[config.mk]
export PLATFORM = sky130hd
export DESIGN_NAME = icache_assoc
export DESIGN_NICKNAME = d
export VERILOG_FILES = /design/src/rtl/icache_assoc.sv
export SDC_FILE = /design/constraint.sdc
export NUM_CORES = 1
export LEC_CHECK = 0
export ABC_CLOCK_PERIOD_IN_PS = 20000
export CAP_MARGIN = 30
export CELL_PAD_IN_SITES_DETAIL_PLACEMENT = 0
export CELL_PAD_IN_SITES_GLOBAL_PLACEMENT = 2
export CORE_AREA = 4 4 299 330
export DETAILED_ROUTE_END_ITERATION = 16
export DIE_AREA = 0 0 303 334
export PLACE_DENSITY = 0.86
export REMOVE_ABC_BUFFERS = 1
export SETUP_SLACK_MARGIN = 0.05
export SYNTH_ARGS = -nofsm -noshare
export SYNTH_HDL_FRONTEND = slang
export SYNTH_SLANG_ARGS = --single-unit
[constraint.sdc]
create_clock -name clock -period 20 [get_ports clock]
set_clock_uncertainty 0.2 [all_clocks]
set_input_delay 3 -clock clock [delete_from_list [all_inputs] [get_ports clock]]
set_output_delay 3 -clock clock [all_outputs]
set_load 0.03 [all_outputs]
[src/rtl/icache_assoc.sv]
// N-way set-associative read-only instruction cache with a single-block refill FSM,
// whole-cache invalidate and saturating hit/miss counters.
module icache_assoc #(
  parameter int ADDR_W = 10,
  parameter int WORDS  = 4,
  parameter int SETS   = 4,
  parameter int WAYS   = 2,
  parameter int CNT_W  = 16
) (
  input  logic                                clock,
  input  logic                                reset,
  input  logic [31:0]                         address_pc,
  output logic [31:0]                         instruction,
  output logic                                busywait,
  input  logic                                invalidate,
  output logic                                imem_read,
  output logic [ADDR_W-$clog2(WORDS)-3:0]     imem_address,
  input  logic [32*WORDS-1:0]                 imem_readdata,
  input  logic                                imem_busywait,
  output logic [CNT_W-1:0]                    hit_count,
  output logic [CNT_W-1:0]                    miss_count
);
  localparam int OB = $clog2(WORDS) + 2;
  localparam int IB = $clog2(SETS);
  localparam int TB = ADDR_W - OB - IB;
  localparam int BW = ADDR_W - OB;
  localparam int OW = (WORDS > 1) ? $clog2(WORDS) : 1;
  localparam int WB = (WAYS > 1) ? $clog2(WAYS) : 1;

  typedef enum logic [1:0] {S_IDLE, S_MEM_READ, S_UPDATE} state_t;
  state_t r_state, w_next;

  logic [WORDS-1:0][31:0] r_data  [SETS][WAYS];
  logic [TB-1:0]          r_tag   [SETS][WAYS];
  logic [WAYS-1:0]        r_valid [SETS];
  logic [WB-1:0]          r_rr    [SETS];
  logic [SETS-1:0]        r_lru;     // per set: index of the least-recently-used way (2-way only)
  logic                   r_inv_pend;
  logic                   r_first;   // first IDLE cycle after a fill; its hit belongs to the miss
  logic [CNT_W-1:0]       r_hits, r_misses;

  logic          w_fetch, w_hit, w_full;
  logic [IB-1:0] w_idx;
  logic [TB-1:0] w_tag;
  logic [OW-1:0] w_off;
  logic [BW-1:0] w_blk;
  logic [WB-1:0] w_hit_way, w_vict;

  assign w_fetch = (address_pc != 32'hFFFF_FFFC);
  assign w_idx   = IB'(address_pc >> OB);
  assign w_tag   = TB'(address_pc >> (OB + IB));
  assign w_off   = OW'((address_pc >> 2) & 32'(WORDS - 1));
  assign w_blk   = BW'(address_pc >> OB);

  always_comb begin
    w_hit     = 1'b0;
    w_hit_way = '0;
    for (int w = 0; w < WAYS; w++)
      if (r_valid[w_idx][w] && r_tag[w_idx][w] == w_tag) begin
        w_hit     = w_fetch;
        w_hit_way = WB'(w);
      end
  end

  assign instruction = r_data[w_idx][w_hit_way][w_off];

  // Lowest invalid way wins; a full set falls back to LRU (2-way) or round-robin (>2-way).
  always_comb begin
    w_full = 1'b1;
    if (WAYS == 1)      w_vict = '0;
    else if (WAYS == 2) w_vict = WB'(r_lru[w_idx]);
    else                w_vict = r_rr[w_idx];
    for (int w = WAYS - 1; w >= 0; w--)
      if (!r_valid[w_idx][w]) begin
        w_full = 1'b0;
        w_vict = WB'(w);
      end
  end

  always_comb begin
    w_next       = r_state;
    busywait     = 1'b0;
    imem_read    = 1'b0;
    imem_address = '0;
    case (r_state)
      S_IDLE: if (w_fetch && !w_hit) begin
        busywait = 1'b1;
        w_next   = S_MEM_READ;
      end
      S_MEM_READ: begin
        busywait     = 1'b1;
        imem_read    = 1'b1;
        imem_address = w_blk;
        if (!imem_busywait) w_next = S_UPDATE;
      end
      S_UPDATE: begin
        busywait     = 1'b1;
        imem_address = w_blk;
        w_next       = S_IDLE;
      end
      default: w_next = S_IDLE;
    endcase
  end

  always_ff @(posedge clock) begin
    if (reset) begin
      r_state    <= S_IDLE;
      r_inv_pend <= 1'b0;
      r_first    <= 1'b0;
      r_hits     <= '0;
      r_misses   <= '0;
      r_lru      <= '0;
      for (int s = 0; s < SETS; s++) begin
        r_valid[s] <= '0;
        r_rr[s]    <= '0;
      end
    end else begin
      r_state <= w_next;
      r_first <= (r_state == S_UPDATE);
      case (r_state)
        S_IDLE: begin
          if (w_hit) begin
            if (!r_first && r_hits != '1) r_hits <= r_hits + CNT_W'(1);
            if (WAYS == 2) r_lru[w_idx] <= ~w_hit_way[0];
          end
          if (w_fetch && !w_hit && r_misses != '1) r_misses <= r_misses + CNT_W'(1);
          // Clearing after the LRU touch lets the invalidate override it.
          if (invalidate || r_inv_pend) begin
            r_inv_pend <= 1'b0;
            r_lru      <= '0;
            for (int s = 0; s < SETS; s++) begin
              r_valid[s] <= '0;
              r_rr[s]    <= '0;
            end
          end
        end
        S_MEM_READ: if (invalidate) r_inv_pend <= 1'b1;
        S_UPDATE: begin
          if (invalidate) r_inv_pend <= 1'b1;
          r_data[w_idx][w_vict]  <= imem_readdata;
          r_tag[w_idx][w_vict]   <= w_tag;
          r_valid[w_idx][w_vict] <= 1'b1;
          if (WAYS == 2) r_lru[w_idx] <= ~w_vict[0];
          if (WAYS > 2 && w_full) r_rr[w_idx] <= r_rr[w_idx] + WB'(1);
        end
        default: ;
      endcase
    end
  end

  assign hit_count  = r_hits;
  assign miss_count = r_misses;
endmodule
==> Yosys cells after proc, flatten, opt, wreduce, memory -nomap -nowiden <==
Memory sizes are Yosys's and may differ from the RTL's.
Index checks and enable logic that the tools add are counted.
{ "op_classes": {"bitwise_logic": 8, "addsub": 2, "mux": 53, "n_lt_le_gt_ge": 8, "n_eq_ne": 12, "reduce_logical": 21} }
{ "op_table": {"columns": ["cell", "count"], "rows": [
  ["2-to-1 mux 128 bit", 4],
  ["2-to-1 mux 256 bit", 1],
  ["demux 128 bit (select 1 bit)", 1],
  ["binary-select mux 32 bit (select 2 bit)", 1],
  ["adder 16 x 1 -> 16 bit (second input constant)", 2],
  ["2-to-1 mux 32 bit", 1],
  ["inequality test 16 bit (second input constant)", 2],
  ["inequality test 32 bit (second input constant)", 1],
  ["2-to-1 mux 1 bit", 20],
  ["2-to-1 mux 2 bit", 10],
  ["2-to-1 mux 4 bit", 3],
  ["bitwise mux 4 bit", 2],
  ["equality test 4 bit", 2],
  ["logical AND 1 bit", 8],
  ["2-to-1 mux 8 bit", 1],
  ["one-hot mux 4 bit (2 select lines)", 1],
  ["less-than comparator 2 x 3 -> 1 bit (second input constant)", 2],
  ["2-to-1 mux 6 bit", 1],
  ["inequality test 2 bit (second input constant)", 3],
  ["AND reduction 2 bit", 3],
  ["AND reduction 3 bit", 2],
  ["demux 4 bit (select 1 bit)", 1],
  [">= comparator 2 bit (second input constant)", 2],
  ["inverter 1 -> 2 bit", 2],
  ["20 further kinds", 28]
]} }
{ "word_totals": {"register_bits": 40, "ramBits": 1064, "output_inout_bits": 72, "input_bits": 164, "n_memories": 3, "wordCells": 113} }
{ "memory_table": {"columns": ["memory", "depth", "width", "read_ports", "rd_clocked_by_memory_dff", "write_ports", "line", "text"], "rows": [
  ["r_data", 4, 256, 1, 0, 1, "33", "logic [WORDS-1:0][31:0] r_data [SETS][WAYS];"],
  ["r_tag", 4, 8, 1, 0, 1, "34", "logic [TB-1:0] r_tag [SETS][WAYS];"],
  ["r_valid", 4, 2, 1, 0, 4, "35", "logic [WAYS-1:0] r_valid [SETS];"]
]} }

==> Logic depth before layout (Yosys ltp) <==
Gate-level depths: netlist of run 1.
{ "logic_depth": {"depth_word": 11, "depth_mapped": 11} }

==> Worst setup path after synthesis of run 1 <==
No wires, ideal clock.
{ "synth_path": {"kind": "input -> register", "from": "input port address_pc[4]", "to": "memory r_data[0][128] in the netlist's numbering, enable pin", "arrival_ns": 13.160, "setup_ns": 0.787, "t_required_ns": 19.013, "path_slack_ns": 5.853, "path_buffers": 2, "cell_stages": 6, "cell_sequence": "buf_6 > buf_6 > mux4_2 > o21ai_0 > nand2_1 > nor3_1"} }
{ "synth_via": {"elab_chain_cells": 10, "elab_cells_between_ends": 12, "classes_between": "order compare (2); mux (7); bitwise (1); reduce/logical (1); memory (1)"} }
{ "synth_rtl": {"columns": ["item", "line", "text"], "rows": [
  ["start, declared", "12", "input logic [31:0] address_pc,"],
  ["binary-select mux 1 bit (select 2 bit)", "71", "else if (WAYS == 2) w_vict = WB'(r_lru[w_idx]);"],
  ["2-to-1 mux 1 bit (not written as such)", "71", null],
  ["2-to-1 mux 1 bit (2 in a row)", "74", "if (!r_valid[w_idx][w]) begin"],
  ["inverter 1 -> 2 bit (not written as such)", "140", "r_data[w_idx][w_vict] <= imem_readdata;"],
  [">= comparator 2 bit (not written as such) or less-than comparator 2 x 1 -> 1 bit (tied branches)", "140", null],
  ["logical AND 1 bit (not written as such)", "140", null],
  ["2-to-1 mux 128 bit (not written as such)", "140", null],
  ["demux 128 bit (select 1 bit)", "140", null],
  ["2-to-1 mux 256 bit (not written as such)", "140", null],
  ["end, declared", "33", null]
]} }
Several ways; a longest one is shown, not always the timed one. The select of a mux whose other input is x is not followed.

==> Final worst setup path of run 1 <==
{ "layout_path": {"from": "input port address_pc[4]", "to": "output port instruction[29]"} }
{ "layout_via": {"elab_chain_cells": 10, "elab_cells_between_ends": 12, "classes_between": "eq/ne (1); mux (6); bitwise (1); reduce/logical (1); memory (3)"} }
{ "layout_rtl": {"columns": ["item", "line", "text"], "rows": [
  ["memory (4 x 8 bit)", null, null],
  ["equality test 4 bit", "59", "if (r_valid[w_idx][w] && r_tag[w_idx][w] == w_tag) begin"],
  ["logical AND 1 bit", "59", null],
  ["2-to-1 mux 1 bit", "59", null],
  ["inverter 1 -> 2 bit (not written as such)", "65", "assign instruction = r_data[w_idx][w_hit_way][w_off];"],
  ["2-to-1 mux 128 bit (not written as such) * (3 in a row)", "65", null],
  ["binary-select mux 32 bit (select 2 bit) *", "65", null],
  ["2-to-1 mux 32 bit (not written as such) *", "65", null],
  ["end, declared", "13", "output logic [31:0] instruction,"]
]} }
Every way passes the cells marked *; elsewhere a longest branch is shown, timed or not. The select of a mux whose other input is x is not followed.

==> impl_metrics.json, run 1 <==
{
  "status": "finished clean",
  "cts_hold_buf": 0,
  "first_iter_violations": 1854,
  "grt.overflow.total": 0,
  "utilization_pct": 52.3,
  "totalPowerFinal_mw": 4.68,
  "rr_startpoint": "r_valid[3][1]$_DFF_P_",
  "worst_pin_slew_ps": 1030,
  "port_buffers": 235,
  "clk_latency_ps": 660,
  "first_pass_iters": 5,
  "dpl_worst_slack_ps": 7300,
  "multiInputGateArea_um2": 9490,
  "stdcell_count": 3472,
  "synth_area_um2": 42600,
  "rsz0062_at_grt": "false",
  "gp_congestion": 0.709,
  "critPathLaunchType": "primary input",
  "timing.fmax_ghz": 0.0809,
  "seqCellArea_um2": 32700,
  "ys_types": 46,
  "nets": 2279,
  "powerDensity_nw_per_um2": 93.9,
  "viasPerCell": 5.69,
  "p_leak_nw": 15.5,
  "arrival_ps": 9170,
  "dp.cells": 3269,
  "drcViolationCount": 0,
  "reg2reg_depth": 8,
  "clock_path_buffers": 3,
  "die_x_um": 303,
  "endpoint_kind": "output port",
  "grt_usage_pct": 17.7,
  "cts_resized": 0,
  "whs_ps": 251,
  "io_pins": 236,
  "areaGrowthSynthToFinish_pct": 17.2,
  "crit_path_end": "instruction[29]",
  "placed_area_um2": 46500,
  "yosysMostFrequentCell": "edfxtp_1",
  "placementRows": 119,
  "synth_commonest_cells": "1,056 x edfxtp_1, 331 x mux4_2, 68 x clkbuf_1",
  "die-area_um2": 101000,
  "ys_seq_elements": 1104,
  "drive_above_1_share_pct": 25.7,
  "grt_pass1_vias": 21101,
  "min_period_ps": 12370,
  "synth_cells": 1823,
  "ys_seq_area_share_pct": 76.8,
  "grt_pass1_wl_um": 135000,
  "min_path_type": "reg2reg",
  "hold_start": "r_valid[0][1]$_DFF_P_",
  "cts_tree": "yes",
  "cp_data_required_time_ps": 16800,
  "slew_headroom_pct": 31.1,
  "fill_cells": 7157,
  "r2r-end": "r_data[0][109]$_DFFE_PP_",
  "yosysWarnings": 0,
  "crit_type": "in2out",
  "cts_buffers": 105,
  "drv_slew": 0,
  "core-area_um2": 95400,
  "synth_edf_count": 1056,
  "yosysTopAreaCellShare_pct": 74.5,
  "die_h_um": 334,
  "clk_pin_slew_ps": 60,
  "cts_setup_buffers": 0,
  "cts.sinks": 1104,
  "synth_top_area_cell": "edfxtp_1",
  "vdd_drop_max_uv": 64.5,
  "initial_core_util_pct": 44.6,
  "worstSetupStartpoint": "address_pc[4]",
  "rrSetupSlack_ps": 16310,
  "root_buffer": "clkbuf_16",
  "async_flop_share_pct": 0,
  "finalSetupTns_ps": 0,
  "antenna_found_initial": 17,
  "crit_fanout": 45,
  "setup_slack_ps": 7630,
  "synthFlopType": "edfxtp_1",
  "htree_levels": 3,
  "synth.area.top_cells": "edfxtp_1 75%, mux4_2 18%, dfxtp_1 2.3%, mux2_2 0.85%, clkbuf_1 0.60%",
  "setup_viol": 0,
  "drt_wl_total_um": 88700,
  "syn_area_per_cell_um2": 23.3,
  "drtAntennaViolNets": 0,
  "period_share_pct": 61.8,
  "stdcell_area_um2": 49900,
  "dp_hpwl_um": 46600,
  "grt_max_degree": 134,
  "vias": 19743,
  "maxCapViolations": 0,
  "wl_per_cell_um": 25.6,
  "hold_violations": 0
}
## power by group
| group | total [mW] | internal (mW) | leakage [nW] | switching, mW |
|---|---|---|---|---|
| clock network | 1.90 | 1.07 | 1.60 | 0.826 |
| registers | 2.54 | 2.54 | 9.88 | 0.00305 |
| logic | 0.247 | 0.121 | 3.98 | 0.126 |
| total | 4.68 | 3.73 | 15.5 | 0.955 |
## registers in the layout (all words and copies together) (netlist names)
signal      flops
r_data       1024
r_valid         8
miss_count     16
r_tag          32
r_first         1
r_state         2
r_lru           4
r_inv_pend      1
hit_count      16
## worst max-delay path, cell delays in order
cell,delay (ps)
buf_8,350
buf_4,570
buf_4,620
buf_4,740
buf_4,810
buf_4,820
mux4_2,620
mux4_2,480
mux2_2,300
clkdlybuf4s50_1,600
## worst min path at each step
stage	to	slack (ps)	depth (start not counted)
after CTS	r_valid[0][1]$_DFF_P_	250	1
after floorplan	r_valid[2][0]$_DFF_P_	220	1
after global placement	r_valid[3][1]$_DFF_P_	230	1
final	r_valid[0][1]$_DFF_P_	250	1
after detailed placement	r_valid[0][1]$_DFF_P_	240	1
after global routing	r_valid[0][1]$_DFF_P_	270	1
## logic make-up after synthesis
logic type | Yosys count | synth area share (%)
xor gates and xnor gates | 8 | 0.165
buffers and inverters | 106 | 1.08
adders and majority gates | 7 | 0.206
muxes | 378 | 18.8
AOI/OAI and AO/OA | 63 | 0.958
and+or+nand+nor | 157 | 2.06
DFF | 1104 | 76.8
## cell usage in the layout (no fill, tap or decap), types with 8 or more instances in the layout
cell and n:
edfxtp_1 1056, mux4_2 331, clkdlybuf4s50_1 230, clkbuf_16 106
dfxtp_1 48, mux2_2 32, nor2_1 26, buf_4 25
clkbuf_1 24, a21oi_1 23, clkinv_1 20, clkinv_2 20
nand2_1 18, nor4_1 16, nor2b_1 15, mux2_1 15
inv_1 14, nand4_1 14, nand3_1 14, o31ai_1 12
or4_1 12, a21o_1 8
## metal layers
layer / GRT usage [%] / vias up / routed length, um
li1: - / 8427 / -
met1: 24.2 / 10570 / 36800
met2: 29.1 / 594 / 44400
met3: 3.80 / 134 / 5490
met4: 4.94 / 18 / 1890
met5: 0 / - / 124
## area by class of cell
cell class | instances | share of cell area [%]
clock buffers | 131 | 5.53
repair buffers | 270 | 5.57
diodes | 7 | 0.0351
flip-flops and latches | 1104 | 65.5
multi-input cells | 613 | 19.0
inverters | 14 | 0.105
well taps | 1270 | 3.19
clock inverters | 63 | 1.06
Note: power is estimated with default switching activity, not from simulation.
==> inputs of run 2 (changes only) <==
Settings changed: ABC_CLOCK_PERIOD_IN_PS 20000 to 12700.
Clock period 20 ns to 12.7 ns, I/O delays scaled along.
==> run 2 against run 1 <==
- clock power grew 67%
- final cell count increased by 0.58%
- setup slack worse by 2900 ps
- sequential share of layout area shrank 0.35 points
- power increased by 61%
- worst hold slack gained 1.4 ps
- via count about the same
- first-iteration DRC count is 14% lower
- clock-buffer cell count grew 2
- critical path depth down 3
- highest routed layer unchanged
==> impl_metrics.json, run 2 (synthesis results as in run 1) <==
{
  "period_share_pct": 62.4,
  "drv_slew": 0,
  "root_buffer": "clkbuf_16",
  "min_path_type": "reg2reg",
  "drcViolationCount": 0,
  "viasPerCell": 5.66,
  "setup_viol": 0,
  "htree_levels": 3,
  "whs_ps": 252,
  "crit_slowest_cell": "buf_4",
  "largest_register_ffs": 1024,
  "grt_max_degree": 85,
  "cts_hold_buf": 0,
  "rsz0062_at_grt": "false",
  "drive_above_1_share_pct": 26.3,
  "critPathBufInv": 4,
  "cts_setup_buffers": 0,
  "cts_resized": 0,
  "grt.overflow.total": 0,
  "drt_wl_total_um": 87700,
  "placementRows": 119,
  "mostFrequentLayoutCells": "1,056 x edfxtp_1, 331 x mux4_2, 230 x clkdlybuf4s50_1, 110 x clkbuf_16, 48 x dfxtp_1",
  "crit_fanout": 56,
  "grt_pass1_wl_um": 133000,
  "top_register": "r_data",
  "min_period_ps": 7930,
  "port_buffers": 235,
  "worstPathCellList": "buf_8, buf_4, buf_4, mux4_2, mux4_2, mux2_2, clkdlybuf4s50_1",
  "slew_headroom_pct": 35.1,
  "cts_buffers": 107,
  "maxCapViolations": 0,
  "die_h_um": 334,
  "hold_violations": 0,
  "io_pins": 236,
  "grt_pass1_vias": 21050,
  "dp.cells": 3283,
  "status": "finished clean",
  "gp_congestion": 0.711,
  "p_leak_nw": 15.6,
  "cts_tree": "yes",
  "grt_usage_pct": 17.5,
  "first_iter_violations": 1586,
  "initial_core_util_pct": 44.6,
  "first_pass_iters": 5,
  "nets": 2293,
  "path_delay_family": "buffers and inverters",
  "timing.fmax_ghz": 0.126,
  "clk_latency_ps": 650,
  "reg_top3": "r_data x1024, r_tag x32",
  "totalPowerFinal_mw": 7.56,
  "stdcell_count": 3492,
  "rr_startpoint": "r_lru[3]$_SDFFE_PP0P_",
  "vdd_drop_max_uv": 107,
  "cts.sinks": 1104,
  "wl_per_cell_um": 25.1,
  "clk_pin_slew_ps": 60,
  "die-area_um2": 101000,
  "antenna_found_initial": 18,
  "drtAntennaViolNets": 0,
  "crit_type": "in2out",
  "endpoint_kind": "output port",
  "worstSetupStartpoint": "address_pc[4]",
  "dp_hpwl_um": 48700,
  "worst_pin_slew_ps": 974,
  "core-area_um2": 95400,
  "die_x_um": 303,
  "hold_start": "r_valid[3][1]$_DFF_P_",
  "critPathLaunchType": "primary input",
  "vias": 19751,
  "clock_path_buffers": 3,
  "cp_slowest_stage_delay_ps": 710,
  "cp_data_required_time_ps": 10600,
  "final_common_cell": "edfxtp_1",
  "powerDensity_nw_per_um2": 151,
  "arrival_ps": 5820,
  "areaGrowthSynthToFinish_pct": 17.8
}
run 2: cell count changes in the layout (fill, tap and decap cells not counted), moves of 3 or more:
cell,previous run,this run
buf_4,25,44
clkinv_2,20,17
clkbuf_16,106,110
diode_2,7,12
buf_12,7,1
bufinv_16,7,14
run 2: worst paths after layout:
check,cells past startpoint,endpoint,slack [ps]
worst max-delay path,7,instruction[19],4770
worst min-delay path,1,r_valid[3][1]$_DFF_P_,250
worst max register to register,6,r_data[1][251]$_DFFE_PP_,8370
worst min register to register,1,r_valid[3][1]$_DFF_P_,250
run 2: cell type report:
class                           count  area, um^2
Antenna cell                       12        30.0
Clock buffer                      133        2840
Clock inverter                     64         706
Fill cell                        7192       45300
Inverter                           14        52.6
Multi-Input combinational cell    613        9490
Sequential cell                  1104       32700
Tap cell                         1270        1590
Timing Repair Buffer              282        2780
run 2: power breakdown:
part           internal, mW  switching [mW]
clock network          1.87            1.30
registers              4.00         0.00476
logic                 0.190           0.196
total                  6.06            1.50
run 2: routing by layer:
metal / track usage, % / vias to the layer above / share of wire (%)
met5: 0 / - / 0.12
met2: 29.1 / 574 / 50
met3: 3.83 / 122 / 6.2
li1: - / 8468 / -
met1: 23.8 / 10573 / 42
met4: 4.52 / 14 / 1.7
run 2: stage by stage:
| stage | instance area [um^2] | TNS, ps | utilization, % | setup slack (ps) |
|---|---|---|---|---|
| 6_report | 50200 | 0 | 52.5 | 4770 |
| 5_1_grt | 50100 | 0 | 52.5 | 4400 |
| 4_1_cts | 50100 | 0 | 52.5 | 4620 |
| 3_5_place_dp | 46600 | 0 | 48.8 | 4610 |
| 3_3_place_gp | 46500 | 0 | 48.7 | 4660 |
| 2_1_floorplan | 42200 | -16310 | - | -65.1 |
==> inputs of run 3 (changes only) <==
Settings changed: ABC_CLOCK_PERIOD_IN_PS 12700 to 6800, CORE_AREA 4 4 299 330 to 4 4 305 337, DIE_AREA 0 0 303 334 to 0 0 309 341.
Clock period 12.7 ns to 6.8 ns, I/O delays scaled along.
==> run 3 against run 2 <==
- routed wire length up 3.7%
- worst hold slack got worse by 3.1 ps
- flip-flop and latch count did not move
==> impl_metrics.json, run 3 (synthesis results as in run 1) <==
{
  "period_share_pct": 83.0,
  "core-area_um2": 99000,
  "clock_path_buffers": 3,
  "die-area_um2": 105000,
  "grt_pass1_vias": 21107,
  "status": "finished clean",
  "cts_buffers": 108,
  "rsz0062_at_grt": "false",
  "arrival_ps": 4420,
  "grt_pass1_wl_um": 137000,
  "seqPwrFrac_pct": 53.3,
  "nets": 2286,
  "grt.overflow.total": 0,
  "reg_top3": "r_data x1024, r_tag x32",
  "antenna_found_initial": 18,
  "io_pins": 236,
  "grt_max_degree": 139,
  "met1_usage_pct": 23.8,
  "drcViolationCount": 0,
  "met2_usage_pct": 28.7,
  "vias": 19859,
  "whs_ps": 249,
  "top_register": "r_data",
  "netSwitchingFraction_pct": 20.5,
  "drive_above_1_share_pct": 26.6,
  "stdcell_count": 3506,
  "p_comb_share_pct": 5.2,
  "placementRows": 121,
  "p_leak_nw": 15.6,
  "drt_wl_total_um": 91000,
  "dp_hpwl_um": 49200,
  "cp_data_required_time_ps": 5580,
  "min_path_type": "reg2reg",
  "hold_violations": 0,
  "endpoint_kind": "output port",
  "htree_levels": 3,
  "slew_headroom_pct": 34.4,
  "die_x_um": 309,
  "worst_pin_slew_ps": 981,
  "drtAntennaViolNets": 0,
  "min_period_ps": 5640,
  "port_buffers": 235,
  "drv_slew": 0,
  "mostFrequentLayoutCells": "1,056 x edfxtp_1, 331 x mux4_2, 229 x clkdlybuf4s50_1, 110 x clkbuf_16, 48 x dfxtp_1",
  "busiest_layer": "met2",
  "grt_usage_pct": 17.4,
  "root_buffer": "clkbuf_16",
  "wl_per_cell_um": 25.9,
  "setup_viol": 0,
  "initial_core_util_pct": 43.0,
  "cts.sinks": 1104,
  "timing.fmax_ghz": 0.177,
  "clk_pin_slew_ps": 60,
  "first_iter_violations": 1805,
  "die_h_um": 341,
  "clk_latency_ps": 660,
  "dp.cells": 3296,
  "largest_register_ffs": 1024,
  "viasPerCell": 5.66,
  "gp_congestion": 0.734,
  "cts_resized": 0,
  "use_met3_pct": 4.13,
  "finalSetupTns_ps": 0,
  "p_sw_mw": 2.87,
  "clockPowerShare_pct": 41.5,
  "cts_tree": "yes",
  "powerDensity_nw_per_um2": 279,
  "vdd_drop_max_uv": 185,
  "crit_type": "in2out",
  "totalPowerFinal_mw": 14.0,
  "intPower_mw": 11.2,
  "first_pass_iters": 5,
  "cts_hold_buf": 0,
  "areaGrowthSynthToFinish_pct": 17.9,
  "maxCapViolations": 0,
  "cts_setup_buffers": 0,
  "crit_fanout": 27,
  "final_common_cell": "edfxtp_1",
  "critPathLaunchType": "primary input"
}
==> run 3: power groups by stage <==
stage	Sequential, mW	Combinational, mW	Clock, mW
finish	7.47	0.730	5.82
global route	7.47	0.785	6.28
CTS	7.47	0.743	5.96
detailed placement	7.62	0.740	0
global placement	7.62	0.720	0
floorplan	7.63	0.328	0
==> run 3: path summary, 6_finish.rpt <==
kind	slack, ps	cells after the start	start	to
max reg2reg	3400	8	r_tag[1][0]$_DFFE_PP_	hit_count[6]$_SDFFE_PP0P_
min reg2reg	250	1	r_valid[0][1]$_DFF_P_	r_valid[0][1]$_DFF_P_
max	1160	9	address_pc[4]	instruction[12]
min	250	1	r_valid[0][1]$_DFF_P_	r_valid[0][1]$_DFF_P_
==> run 3: area by class of cell <==
type / instances / area [um^2]
clock inverters: 69 / 616
fillers: 7704 / 48800
inverters: 14 / 52.6
multi-input cells: 613 / 9490
diodes: 7 / 17.5
flip-flops and latches: 1104 / 32700
clock buffers: 134 / 2850
well taps: 1291 / 1620
repair buffers: 274 / 2870
==> run 3: per-stage QoR <==
step	worst slack, ps	area, um^2	utilization [%]
3_5_place_dp	1080	46700	47.2
3_3_place_gp	1000	46700	47.2
5_1_grt	957	50200	50.7
4_1_cts	1080	50200	50.7
6_report	1160	50200	50.7
2_1_floorplan	-5080	42200	-
==> run 3: critical path: stages <==
cell and delay [ps]:
buf_8 250, mux4_2 570, xor2_1 160, nor2_1 80, nand4_1 170, buf_4 530, mux4_2 580, mux2_2 280
clkdlybuf4s50_1 640
==> run 3: routing by layer <==
layer	up-vias	part of all wire [%]	wire length [um]
li1	8457	-	-
met1	10628	42	37900
met2	630	50	45300
met3	130	6.8	6150
met4	14	1.7	1510
met5	-	0.11	104
